File: config.mk
export PLATFORM = sky130hd
export DESIGN_NAME = ag_sram_burst_ctrl_flat
export DESIGN_NICKNAME = d
export VERILOG_FILES = /design/src/rtl/ag_sram_burst_ctrl_if.sv /design/src/rtl/ag_sram_burst_ctrl.sv /design/src/flat_wrapper.sv
export SDC_FILE = /design/constraint.sdc
export NUM_CORES = 1
export LEC_CHECK = 0
export CAP_MARGIN = 20
export CORE_MARGIN = 2
export CORE_UTILIZATION = 45
export DETAILED_ROUTE_END_ITERATION = 8
export MAX_ROUTING_LAYER = met4
export PLACE_DENSITY = 0.76
export REMOVE_ABC_BUFFERS = 1
export SYNTH_ARGS = -nofsm -noshare
export SYNTH_HDL_FRONTEND = slang
export SYNTH_SLANG_ARGS = --single-unit
export TNS_END_PERCENT = 30
File: constraint.sdc
create_clock -name clk -period 2.45 [get_ports clk]
set_input_delay 0.3675 -clock clk [delete_from_list [all_inputs] [get_ports clk]]
set_output_delay 0.3675 -clock clk [all_outputs]
set_load 0.01 [all_outputs]
File: src/rtl/ag_sram_burst_ctrl_if.sv
// -----------------------------------------------------------------------------
// ag_sram_burst_ctrl_if
// Handshake/data bundle between a burst requester and ag_sram_burst_ctrl.
//
// Signals (widths follow the controller's derived parameters):
//   enable      requester -> ctrl  start request (sampled only while idle)
//   rw_mode     requester -> ctrl  0 = write burst, 1 = read burst
//   slot        requester -> ctrl  target slot, SLOT_W bits
//   write_data  requester -> ctrl  one word per write beat
//   busy        ctrl -> requester  burst in progress (WRITE/READ/DONE)
//   done        ctrl -> requester  one-cycle completion pulse
//   read_valid  ctrl -> requester  read_data holds a word this cycle
//   read_data   ctrl -> requester  registered read word
//   addr        ctrl -> requester  current SRAM address (debug)
//   slot_err    ctrl -> requester  one-cycle pulse, start rejected
//   parity_err  ctrl -> requester  read parity mismatch, qualified by read_valid
//
// Modports: master = requester side, slave = controller side.
// -----------------------------------------------------------------------------
interface ag_sram_burst_ctrl_if #(
  parameter int DATA_W = 8,
  parameter int SLOT_W = 2,
  parameter int ADDR_W = 5
) ();

  logic              enable;
  logic              rw_mode;
  logic [SLOT_W-1:0] slot;
  logic [DATA_W-1:0] write_data;
  logic              busy;
  logic              done;
  logic              read_valid;
  logic [DATA_W-1:0] read_data;
  logic [ADDR_W-1:0] addr;
  logic              slot_err;
  logic              parity_err;

  modport master (
    output enable, rw_mode, slot, write_data,
    input  busy, done, read_valid, read_data, addr, slot_err, parity_err
  );

  modport slave (
    input  enable, rw_mode, slot, write_data,
    output busy, done, read_valid, read_data, addr, slot_err, parity_err
  );

endinterface

File: src/rtl/ag_sram_burst_ctrl.sv
// -----------------------------------------------------------------------------
// ag_sram_burst_ctrl
// Address generator plus on-chip SRAM used as a block buffer. A single enable
// pulse while idle starts a BURST_LEN-word write or read burst to one of
// NUM_SLOTS slots. The SRAM is synchronous with one cycle of read latency.
//
// Ports:
//   clk   clock, all logic on the rising edge
//   rst   asynchronous, active-high reset (SRAM contents are kept)
//   bus   ag_sram_burst_ctrl_if.slave : enable, rw_mode, slot, write_data in;
//         busy, done, read_valid, read_data, addr, slot_err, parity_err out
//
// Optional feature (macro AG_SRAM_PARITY_EN):
//   defined   - each SRAM word carries an even-parity bit of the written data;
//               a read word whose stored parity disagrees raises parity_err
//               alongside read_valid.
//   undefined - SRAM is DATA_W bits wide and parity_err is tied low.
// -----------------------------------------------------------------------------
module ag_sram_burst_ctrl #(
  parameter int DATA_W    = 8,
  parameter int BURST_LEN = 8,
  parameter int NUM_SLOTS = 4
) (
  input  logic                 clk,
  input  logic                 rst,
  ag_sram_burst_ctrl_if.slave  bus
);

  localparam int SLOT_W = (NUM_SLOTS > 1) ? $clog2(NUM_SLOTS) : 1;
  localparam int ADDR_W = $clog2(NUM_SLOTS * BURST_LEN);
  localparam int DEPTH  = NUM_SLOTS * BURST_LEN;
  localparam int BEAT_W = $clog2(BURST_LEN);

`ifdef AG_SRAM_PARITY_EN
  localparam int MEM_W = DATA_W + 1;
`else
  localparam int MEM_W = DATA_W;
`endif

  // One extra bit so NUM_SLOTS itself is representable when it is a power of 2.
  localparam logic [SLOT_W:0] NUM_SLOTS_L = (SLOT_W + 1)'(NUM_SLOTS);

  typedef enum logic [1:0] {
    ST_IDLE,
    ST_WRITE,
    ST_READ,
    ST_DONE
  } state_e;

  state_e            state_q;
  logic [SLOT_W-1:0] slot_q;
  logic [BEAT_W-1:0] beat_q;
  logic              busy_q;
  logic              done_q;
  logic              read_valid_q;
  logic              slot_err_q;
  logic [DATA_W-1:0] read_data_q;

  logic [ADDR_W-1:0] addr;
  logic              last_beat;
  logic              slot_ok;
  logic [MEM_W-1:0]  wr_word;
  logic [MEM_W-1:0]  rd_word;

  logic [MEM_W-1:0]  mem [DEPTH];

  // Address is always inside the latched slot: the beat counter is cleared
  // on the last beat, so it can never carry into the neighbouring slot.
  assign addr      = ADDR_W'(slot_q) * ADDR_W'(BURST_LEN) + ADDR_W'(beat_q);
  assign last_beat = (beat_q == BEAT_W'(BURST_LEN - 1));
  assign slot_ok   = ({1'b0, bus.slot} < NUM_SLOTS_L);
  assign rd_word   = mem[addr];

`ifdef AG_SRAM_PARITY_EN
  // Even parity: stored bit makes the total number of ones even.
  assign wr_word = {^bus.write_data, bus.write_data};
`else
  assign wr_word = bus.write_data;
`endif

  // NOTE: the SRAM array has no reset on purpose; contents must survive rst,
  // and a reset port would stop the array mapping onto a RAM macro. Writes
  // stop at once on reset because they are gated by the reset FSM state.
  always_ff @(posedge clk) begin
    if (state_q == ST_WRITE) begin
      mem[addr] <= wr_word;
    end
  end

`ifdef AG_SRAM_PARITY_EN
  logic parity_err_q;
`endif

  // NOTE: all state below uses non-blocking assignments so every register
  // sees the pre-edge value of the others, independent of statement order.
  always_ff @(posedge clk or posedge rst) begin
    if (rst) begin
      state_q      <= ST_IDLE;
      slot_q       <= '0;
      beat_q       <= '0;
      busy_q       <= 1'b0;
      done_q       <= 1'b0;
      read_valid_q <= 1'b0;
      slot_err_q   <= 1'b0;
      read_data_q  <= '0;
`ifdef AG_SRAM_PARITY_EN
      parity_err_q <= 1'b0;
`endif
    end else begin
      // Pulse outputs default low; the state that owns them raises them.
      done_q       <= 1'b0;
      read_valid_q <= 1'b0;
      slot_err_q   <= 1'b0;
`ifdef AG_SRAM_PARITY_EN
      parity_err_q <= 1'b0;
`endif
      unique case (state_q)
        ST_IDLE: begin
          if (bus.enable) begin
            if (slot_ok) begin
              slot_q  <= bus.slot;
              beat_q  <= '0;
              busy_q  <= 1'b1;
              state_q <= bus.rw_mode ? ST_READ : ST_WRITE;
            end else begin
              slot_err_q <= 1'b1;
            end
          end
        end

        ST_WRITE: begin
          if (last_beat) begin
            beat_q  <= '0;
            done_q  <= 1'b1;
            state_q <= ST_DONE;
          end else begin
            beat_q <= beat_q + 1'b1;
          end
        end

        ST_READ: begin
          // Word addressed this cycle appears on read_data next cycle.
          read_data_q  <= rd_word[DATA_W-1:0];
          read_valid_q <= 1'b1;
`ifdef AG_SRAM_PARITY_EN
          parity_err_q <= rd_word[DATA_W] ^ (^rd_word[DATA_W-1:0]);
`endif
          if (last_beat) begin
            beat_q  <= '0;
            done_q  <= 1'b1;
            state_q <= ST_DONE;
          end else begin
            beat_q <= beat_q + 1'b1;
          end
        end

        ST_DONE: begin
          busy_q  <= 1'b0;
          state_q <= ST_IDLE;
        end

        default: state_q <= ST_IDLE;
      endcase
    end
  end

  assign bus.busy       = busy_q;
  assign bus.done       = done_q;
  assign bus.read_valid = read_valid_q;
  assign bus.read_data  = read_data_q;
  assign bus.addr       = addr;
  assign bus.slot_err   = slot_err_q;
`ifdef AG_SRAM_PARITY_EN
  assign bus.parity_err = parity_err_q;
`else
  assign bus.parity_err = 1'b0;
`endif

endmodule

File: src/flat_wrapper.sv
// flat-port wrapper written by rule: the top's interface ports become plain ports
module ag_sram_burst_ctrl_flat 
#(
  parameter int DATA_W    = 8,
  parameter int BURST_LEN = 8,
  parameter int NUM_SLOTS = 4
)
  (clk, rst, bus_enable, bus_rw_mode, bus_slot, bus_write_data, bus_busy, bus_done, bus_read_valid, bus_read_data, bus_addr, bus_slot_err, bus_parity_err);
  ag_sram_burst_ctrl_if #(.DATA_W(DATA_W), .SLOT_W(2), .ADDR_W(5)) bus_i ();
  input  logic clk;
  input  logic rst;
  input wire logic [$bits(bus_i.enable)-1:0] bus_enable;
  input wire logic [$bits(bus_i.rw_mode)-1:0] bus_rw_mode;
  input wire logic [$bits(bus_i.slot)-1:0] bus_slot;
  input wire logic [$bits(bus_i.write_data)-1:0] bus_write_data;
  output wire logic [$bits(bus_i.busy)-1:0] bus_busy;
  output wire logic [$bits(bus_i.done)-1:0] bus_done;
  output wire logic [$bits(bus_i.read_valid)-1:0] bus_read_valid;
  output wire logic [$bits(bus_i.read_data)-1:0] bus_read_data;
  output wire logic [$bits(bus_i.addr)-1:0] bus_addr;
  output wire logic [$bits(bus_i.slot_err)-1:0] bus_slot_err;
  output wire logic [$bits(bus_i.parity_err)-1:0] bus_parity_err;
  assign bus_i.enable = bus_enable;
  assign bus_i.rw_mode = bus_rw_mode;
  assign bus_i.slot = bus_slot;
  assign bus_i.write_data = bus_write_data;
  assign bus_busy = bus_i.busy;
  assign bus_done = bus_i.done;
  assign bus_read_valid = bus_i.read_valid;
  assign bus_read_data = bus_i.read_data;
  assign bus_addr = bus_i.addr;
  assign bus_slot_err = bus_i.slot_err;
  assign bus_parity_err = bus_i.parity_err;
  ag_sram_burst_ctrl #(.DATA_W(DATA_W), .BURST_LEN(BURST_LEN), .NUM_SLOTS(NUM_SLOTS)) u_core (.clk(clk), .rst(rst), .bus(bus_i));
endmodule
=== After elaboration in Yosys (flattened, before gate mapping) ===
Memories as Yosys holds them, arrays and structs flattened. A register that Yosys moved wholly into a read port is not among the register bits.
Cells that the tools add are included.
W data, S select, Z words.

* Register bits: 10
* Bits in latches: 0
* Bits in writable memories: 256
* ROM bits: 0
* Memories: 1

* Add/sub/neg operators: 2
* Multipliers: 0
* Div/mod/pow operators: 0
* $lt $le $gt $ge: 0
* Equal/unequal tests: 6
* Shifts and indexed selects: 0
* Mux-type cells: 14
* Bitwise operators: 0
* Reductions and logical operators: 8

{| class="wikitable"
|+ Memories
! name !! depth !! bits a word !! read ports !! clocked after Yosys merged registers in !! wr ports !! RTL line !! RTL
|-
| u_core.mem || 32 || 8 || 1 || 1 || 1 || ag_sram_burst_ctrl.sv:65 || <nowiki>logic [MEM_W-1:0] mem [DEPTH];</nowiki>
|}

{| class="wikitable"
|+ Operators with widths
! operator !! count
|-
| $reduce_and A2 Y1 || 4
|-
| $mux W1 || 6
|-
| $mux W2 || 3
|-
| $mux W3 || 2
|-
| $pmux W2 S3 || 1
|-
| $pmux W3 S2 || 1
|-
| $add A5 B3 Y5 || 1
|-
| $eq A2 B2 Y1 const B || 2
|-
| $reduce_bool A2 Y1 || 2
|-
| $add A3 B1 Y3 const B || 1
|-
| $eq A3 B3 Y1 const B || 1
|-
| $eq A2 B1 Y1 const B || 1
|-
| $logic_not A2 Y1 || 1
|-
| $ne A2 B1 Y1 const B || 1
|-
| $ne A2 B2 Y1 const B || 1
|-
| $pmux W1 S2 || 1
|-
| $reduce_or A2 Y1 || 1
|}

=== Logic depth before layout (Yosys ltp) ===
Gate-level depths: netlist of the first run.

* Word-level depth: 4
* Mapped depth: 8
* Gate-level depth less buffers: 6

=== Least setup slack after synthesis of the first run ===
Ideal clock, no wire load.

* Kind: register to register
* Start point: register u_core.beat_q[0]
* End point: memory u_core.mem[6][0] (netlist bit), enable pin
* Library setup time: 383 ps
* Arrival time: 2044 ps
* Required time: 2067 ps
* Setup slack: 23 ps
* Stages on the path, launching flop included: 9
* Buffers on the path: 4
* Clock period less this slack: 2427 ps
* Cells stage by stage: dfrtp_1 > buf_6 > buf_12 > buf_6 > buf_6 > inv_1 > ha_1 > nand2_1 > nor3_1

* Cells in the longest elaborated chain, start to end: 1

{| class="wikitable"
|+ Ends and longest elaborated chain
! item !! RTL line !! RTL
|-
| from (decl) || ag_sram_burst_ctrl.sv:52 || <nowiki>logic [BEAT_W-1:0] beat_q;</nowiki>
|-
| from (signal assigned) || ag_sram_burst_ctrl.sv:137 || <nowiki>beat_q <= beat_q + 1'b1;</nowiki>
|-
| from (signal assigned) || ag_sram_burst_ctrl.sv:153 || <nowiki>beat_q <= beat_q + 1'b1;</nowiki>
|-
| $add A5 B3 Y5 || ag_sram_burst_ctrl.sv:69 || <nowiki>assign addr = ADDR_W'(slot_q) * ADDR_W'(BURST_LEN) + ADDR_W'(beat_q);</nowiki>
|-
| to (decl) || ag_sram_burst_ctrl.sv:65 ||
|}

No other way between the ends.

=== Worst setup path in the final report of the first run ===
* Start point: register u_core.beat_q[0]
* End point: output port bus_addr[0]

* Cells in the longest elaborated chain, start to end: 1

{| class="wikitable"
|+ Ends and longest elaborated chain
! item !! RTL line !! RTL
|-
| $add A5 B3 Y5 || ag_sram_burst_ctrl.sv:69 ||
|-
| to (decl) || flat_wrapper.sv:20 || <nowiki>output wire logic [$bits(bus_i.addr)-1:0] bus_addr;</nowiki>
|}

No other way between the ends.

==> impl_metrics.env, run 1 <==
export IMPL_status="completed"
export IMPL_placed_area_sq_mm=0.0118
export IMPL_antenna_found_initial=0
export IMPL_min_period_ps=2300
export IMPL_post_place_ws_ps=355
export IMPL_synth_seq_cells=274
export IMPL_relSlewSlack=0.532
export IMPL_wl_per_cell_microns=23.4
export IMPL_syn_area_sq_mm=0.0109
export IMPL_pin_count=32
export IMPL_core_rowCount=56
export IMPL_ys_types=44
export IMPL_r2r_start="u_core.beat_q[0]$_DFFE_PP0P_"
export IMPL_wl_mm=23.7
export IMPL_antenna_cells=0
export IMPL_clockRootBuffer="clkbuf_16"
export IMPL_cts_made_buffers=28
export IMPL_ir_drop_mv=0.648
export IMPL_seq_area_frac_synth=0.748
export IMPL_yosys_top_cells_area="edfxtp_1, mux4_2, mux2i_1"
export IMPL_gp_congestion=0.932
export IMPL_grt_pass1_wl_mm=35.6
export IMPL_max_cap_viol_count=0
export IMPL_grt_setup_unrepaired="false"
export IMPL_yosysTopAreaCellShare=0.707
export IMPL_die_h_microns=159
export IMPL_multiInputGateArea_sq_mm=0.00249
export IMPL_stdcell_area_sq_mm=0.0127
export IMPL_clk_path_buf_depth=3
export IMPL_hold_slack_ps=233
export IMPL_slowest_delay_ps=620
export IMPL_drt_pass1_iterations=7
export IMPL_num_fill_cells=1802
export IMPL_crit_required_ps=2080
export IMPL_final_period_utilization=0.938
export IMPL_async_flop_share=0.0657
export IMPL_drc=0
export IMPL_slew_viol_final=0
export IMPL_first_iter_violations=715
export IMPL_grt_pass1_vias=5778
export IMPL_p_leak_nw=4.22
export IMPL_synth_most_common_cell="edfxtp_1"
export IMPL_worst_slew_pin_slew_ps=701
export IMPL_startpoint_type="register"
export IMPL_area_growth_pct=16.9
export IMPL_synthTopCellsByCount="edfxtp_1, mux2i_1, nor2_1"
export IMPL_ant_nets=0
export IMPL_yosys_warnings=0
export IMPL_rrSetupSlack_ps=350
export IMPL_cts_sinks=274
export IMPL_grt_overflow=0
export IMPL_avgSynthCellArea_sq_um=18.7
export IMPL_viasPerCell=5.71
export IMPL_max_freq_ghz=0.435
export IMPL_vias=5775
export IMPL_syn_inst=582
export IMPL_seqCellArea_sq_mm=0.00814
export IMPL_start_util=0.461
export IMPL_path_cells="buf_4, clkdlybuf4s50_1"
export IMPL_crit_arrival_ps=1930
export IMPL_setup_violations=0
export IMPL_fin_nets=695
export IMPL_finalWorstSetupSlack_ps=153
export IMPL_core_area_sq_mm=0.0236
export IMPL_design_die_area_sq_mm=0.0254
export IMPL_end_kind="primary output"
export IMPL_cellPowerDensity_mw_per_mm2=1060
export IMPL_dp_hpwl_mm=15.4
export IMPL_clk_pin_slew_worst_paths_ps=60
export IMPL_grt_max_degree=43
export IMPL_drive_above_1_share=0.208
export IMPL_hold_path_class="primary input to async pin"
export IMPL_fin_skew_ps=30.0
export IMPL_clock_latency_ps=550
export IMPL_cts_setup_buffers=0
export IMPL_finalHoldViolCount=0
export IMPL_reg2reg_depth=5
export IMPL_final_util=0.538
export IMPL_cts_tree="done"
export IMPL_grt_usage=0.191
export IMPL_yosys_area_top_type="edfxtp_1"
export IMPL_die_w_microns=159
export IMPL_cts_resized=0
export IMPL_portBuffers=29
export IMPL_critPathKind="register to primary output"
export IMPL_synthFlopType="edfxtp_1"
export IMPL_hold_buffers=0
export IMPL_slowest_stage="clkdlybuf4s50_1"
export IMPL_synth_edff_count=256
export IMPL_cts_htree_levels=1
export IMPL_path_max_fanout=9
export IMPL_worst_r2r_endpoint="u_core.mem[17][7]$_DFFE_PP_"
==> placed cells by master, fill, tap and decap left out, types with 2 or more instances in the layout <==
| master | n |
|---|---|
| clkdlybuf4s50_1 | 29 |
| mux2_2 | 2 |
| a22o_1 | 10 |
| conb_1 | 2 |
| ha_1 | 9 |
| nand2_1 | 18 |
| o22ai_1 | 16 |
| inv_1 | 9 |
| bufinv_16 | 2 |
| mux4_2 | 38 |
| clkbuf_16 | 28 |
| a31oi_1 | 3 |
| nor2b_1 | 4 |
| clkinvlp_4 | 2 |
| buf_4 | 52 |
| dfrtp_1 | 16 |
| nor4_1 | 6 |
| nand3_1 | 4 |
| o221ai_1 | 8 |
| a32o_1 | 4 |
| nor2_1 | 40 |
| mux2i_1 | 53 |
| a21oi_1 | 9 |
| clkinv_1 | 9 |
| nand3b_1 | 2 |
| clkbuf_1 | 6 |
| or2_2 | 5 |
| buf_12 | 5 |
| o21ai_0 | 15 |
| and2_1 | 2 |
| clkinv_2 | 3 |
| nor3_1 | 6 |
| nand2b_1 | 4 |
| edfxtp_1 | 256 |
==> how the worst max path moves through the flow <==
stage                                            start                                  end  slack (ps)  depth (start not counted)
after floorplan           u_core.beat_q[0]$_DFFE_PP0P_           u_core.mem[7][0]$_DFFE_PP_       -2460                          3
after global placement    u_core.beat_q[0]$_DFFE_PP0P_  u_core.bus.read_data[2]$_DFFE_PP0P_         320                          5
after detailed placement  u_core.beat_q[0]$_DFFE_PP0P_  u_core.bus.read_data[2]$_DFFE_PP0P_         360                          5
after CTS                 u_core.beat_q[0]$_DFFE_PP0P_                          bus_addr[0]         130                          2
after global routing      u_core.beat_q[0]$_DFFE_PP0P_                          bus_addr[0]          90                          2
final                     u_core.beat_q[0]$_DFFE_PP0P_                          bus_addr[0]         150                          2
==> power by group <==
group          switching (mW)  internal [mW]  total [mW]  leakage, nW
Clock                    1.67           2.30        3.97        0.413
Combinational            2.09           1.70        3.79         1.30
Sequential              0.230           5.43        5.66         2.51
==> cells by family after synthesis <==
kind of cell               count (synthesis)  synth area share
AOI/OAI and AO/OA                         71            0.0451
adders and majority gates                  9            0.0104
buffers and inverters                     36            0.0230
DFF                                      274             0.748
muxes                                     93             0.130
other                                      1          0.000345
and+or+nand+nor                           98            0.0435
==> layout make-up <==
type                    instances  area share
repair buffers                 86      0.0614
well taps                     319      0.0314
clock buffers                  34      0.0569
multi-input cells             273       0.196
flip-flops and latches        274       0.641
inverters                       9     0.00266
clock inverters                17      0.0110
==> sequential cells by signal (all words and copies together) (netlist names) <==
register and flops:
u_core.beat_q 3, u_core.bus.busy 1, u_core.bus.done 1, u_core.bus.read_data 8
u_core.bus.read_valid 1, u_core.mem 256, u_core.slot_q 2, u_core.state_q 2
==> metrics by stage <==
stage	std cells	setup TNS [ps]	power [mW]
2_1_floorplan	556	-586620	7.98
3_3_place_gp	961	0	9.44
3_5_place_dp	961	0	9.52
4_1_cts	1012	0	13.5
5_1_grt	1012	0	13.9
6_report	1012	0	13.4
==> critical path, delay by kind of cell, from the launching register on <==
kind | cells | cell delay [ps]
flip-flops | 1 | 510
buffers and inverters | 2 | 860
==> routing by layer <==
layer  part of all wire  vias up  wire, microns  global-route usage
li1                   -     2518              -                   -
met1               0.43     2920          10100               0.270
met2               0.47      285          11000               0.287
met3              0.077       52           1810              0.0300
met4              0.031        0            735              0.0632
met5                  0        -              0                   -
Note: power is estimated with default switching activity, not from simulation.
==> inputs of run 2 (changes only) <==
- ABC_AREA: default -> 1
==> run 2 against run 1 <==
Effect of this change: wire length grew 14%; worst hold slack improved by 33 ps; utilization shrank 1.7 points; sequential share of layout area fell by 4.5 points; critical endpoint unchanged.
==> impl_metrics.env, run 2 <==
export IMPL_slowest_delay_ps=610
export IMPL_avgSynthCellArea_sq_um=10.2
export IMPL_grt_usage=0.202
export IMPL_path_max_fanout=42
export IMPL_clock_latency_ps=520
export IMPL_status="completed"
export IMPL_seq_area_frac_synth=0.675
export IMPL_grt_overflow=0
export IMPL_drive_above_1_share=0.0797
export IMPL_slew_viol_final=0
export IMPL_synthTopCellsByCount="nand2_1, edfxtp_1, inv_1"
export IMPL_wl_per_cell_microns=17.0
export IMPL_p_leak_nw=5.83
export IMPL_largest_register_ffs=256
export IMPL_die_h_microns=168
export IMPL_final_util=0.522
export IMPL_grt_pass1_vias=7835
export IMPL_cts_tree="done"
export IMPL_min_period_ps=2300
export IMPL_final_cell_mix="nand2_1, edfxtp_1, inv_1"
export IMPL_vias=8010
export IMPL_yosys_top_cells_area="edfxtp_1, nand2_1, inv_1"
export IMPL_core_area_sq_mm=0.0262
export IMPL_worst_slew_pin_slew_ps=751
export IMPL_end_kind="primary output"
export IMPL_portBuffers=29
export IMPL_synthFlopType="edfxtp_1"
export IMPL_syn_inst=1183
export IMPL_ir_drop_mv=0.709
export IMPL_num_fill_cells=2199
export IMPL_syn_area_sq_mm=0.0121
export IMPL_core_rowCount=59
export IMPL_first_iter_violations=792
export IMPL_critPathKind="register to primary output"
export IMPL_wl_mm=27.1
export IMPL_post_place_ws_ps=285
export IMPL_final_common_cell="nand2_1"
export IMPL_grt_pass1_wl_mm=42.5
export IMPL_drc=0
export IMPL_design_die_area_sq_mm=0.0281
export IMPL_die_w_microns=168
export IMPL_ant_nets=0
export IMPL_async_flop_share=0.0657
export IMPL_finalHoldViolCount=0
export IMPL_fin_skew_ps=10.1
export IMPL_hold_buffers=0
export IMPL_start_util=0.460
export IMPL_grt_max_degree=85
export IMPL_max_freq_ghz=0.436
export IMPL_crit_required_ps=2080
export IMPL_yosysTopAreaCellShare=0.637
export IMPL_hold_path_class="primary input to async pin"
export IMPL_gp_congestion=0.917
export IMPL_max_cap_viol_count=0
export IMPL_synth_most_common_cell="nand2_1"
export IMPL_finalWorstSetupSlack_ps=155
export IMPL_cellPowerDensity_mw_per_mm2=1030
export IMPL_antenna_found_initial=1
export IMPL_clk_pin_slew_worst_paths_ps=60
export IMPL_fin_nets=1261
export IMPL_setup_violations=0
export IMPL_regMostFlops="u_core.mem"
export IMPL_clockRootBuffer="clkbuf_16"
export IMPL_yosys_area_top_type="edfxtp_1"
export IMPL_dp_hpwl_mm=16.2
export IMPL_crit_arrival_ps=1930
export IMPL_slowest_stage="clkdlybuf4s50_1"
export IMPL_cts_htree_levels=1
export IMPL_pin_count=32
export IMPL_cts_sinks=274
export IMPL_ys_types=21
export IMPL_yosys_warnings=0
export IMPL_relSlewSlack=0.498
export IMPL_startpoint_type="register"
export IMPL_clk_path_buf_depth=3
export IMPL_drt_pass1_iterations=7
export IMPL_area_growth_pct=13.3
export IMPL_synth_seq_cells=274
export IMPL_viasPerCell=5.04
export IMPL_synth_edff_count=256
export IMPL_final_period_utilization=0.937
export IMPL_path_cells="buf_6, clkdlybuf4s50_1"
export IMPL_cts_made_buffers=26
export IMPL_grt_setup_unrepaired="false"
==> run 2: final timing paths <==
| kind | start | endpoint | slack [ps] | depth (start not counted) |
|---|---|---|---|---|
| worst max-delay path | u_core.beat_q[0]$_DFFE_PP0P_ | bus_addr[0] | 150 | 2 |
| worst min-delay path | rst | u_core.bus.read_data[0]$_DFFE_PP0P_ | 270 | 2 |
| worst max register to register | u_core.state_q[1]$_DFFE_PP0P_ | u_core.mem[17][2]$_DFFE_PP_ | 250 | 5 |
| worst min register to register | u_core.bus.busy$_DFFE_PP0P_ | u_core.bus.busy$_DFFE_PP0P_ | 510 | 2 |
| max in group asynchronous | rst | u_core.beat_q[0]$_DFFE_PP0P_ | 1660 | 2 |
| min in group clk | bus_rw_mode | u_core.state_q[1]$_DFFE_PP0P_ | 480 | 3 |
==> run 2: routing by layer <==
layer / GRT usage / part of all wire / wire length [microns]
met1: 0.258 / 0.40 / 10900
met2: 0.334 / 0.49 / 13300
met3: 0.0300 / 0.076 / 2070
met4: 0.0681 / 0.028 / 769
met5: - / 0 / 0
==> run 2: kinds of logic after synthesis <==
family          after synthesis  share of synthesized area
compound gates               42                     0.0175
fa+ha+maj                     9                    0.00934
buf+inv                     255                     0.0892
flops                       274                      0.675
other cells                   1                   0.000311
simple gates                602                      0.209
==> run 2: through the flow <==
stage	instance area (sq um)	hold slack, ps	setup TNS [ps]	power (mW)	std cells
global route	13700	353	0	14.8	1590
detailed placement	12800	495	0	10.1	1545
finish	13700	266	0	14.0	1590
global placement	12800	500	0	10.0	1545
CTS	13700	288	0	14.0	1589
floorplan	11800	306	-435820	8.46	1137
==> run 2: power breakdown <==
group	switching (mW)	internal, mW
clock network	1.62	2.31
registers	0.172	5.38
logic	3.06	1.46
total	4.85	9.16
==> run 2: layout make-up <==
class	instances	area, sq um	area share
Clock inverter	10	120	0.00879
Multi-Input combinational cell	655	2850	0.209
Clock buffer	34	702	0.0513
Timing Repair Buffer	73	649	0.0475
Tap cell	335	419	0.0307
Inverter	208	783	0.0573
Sequential cell	274	8140	0.596
Antenna cell	1	2.50	0.000183
==> run 2: critical path, delay by kind of cell (launching register included) <==
kind,cells,cell delay (ps)
buf+inv,2,920
flops,1,460
==> run 2: repair_timing <==
action / 4_1_cts / 5_1_grt
endpoints found under the setup margin: 0 / 1
setup buffers: 0 / 0
hold endpoints to repair: 0 / 0
gates resized for setup: 0 / 1
==> inputs of run 3 (changes only) <==
- CTS_CLUSTER_SIZE: default -> 40
==> results of run 3 <==
Final layout, timing and power as in run 2 (identical DEF).
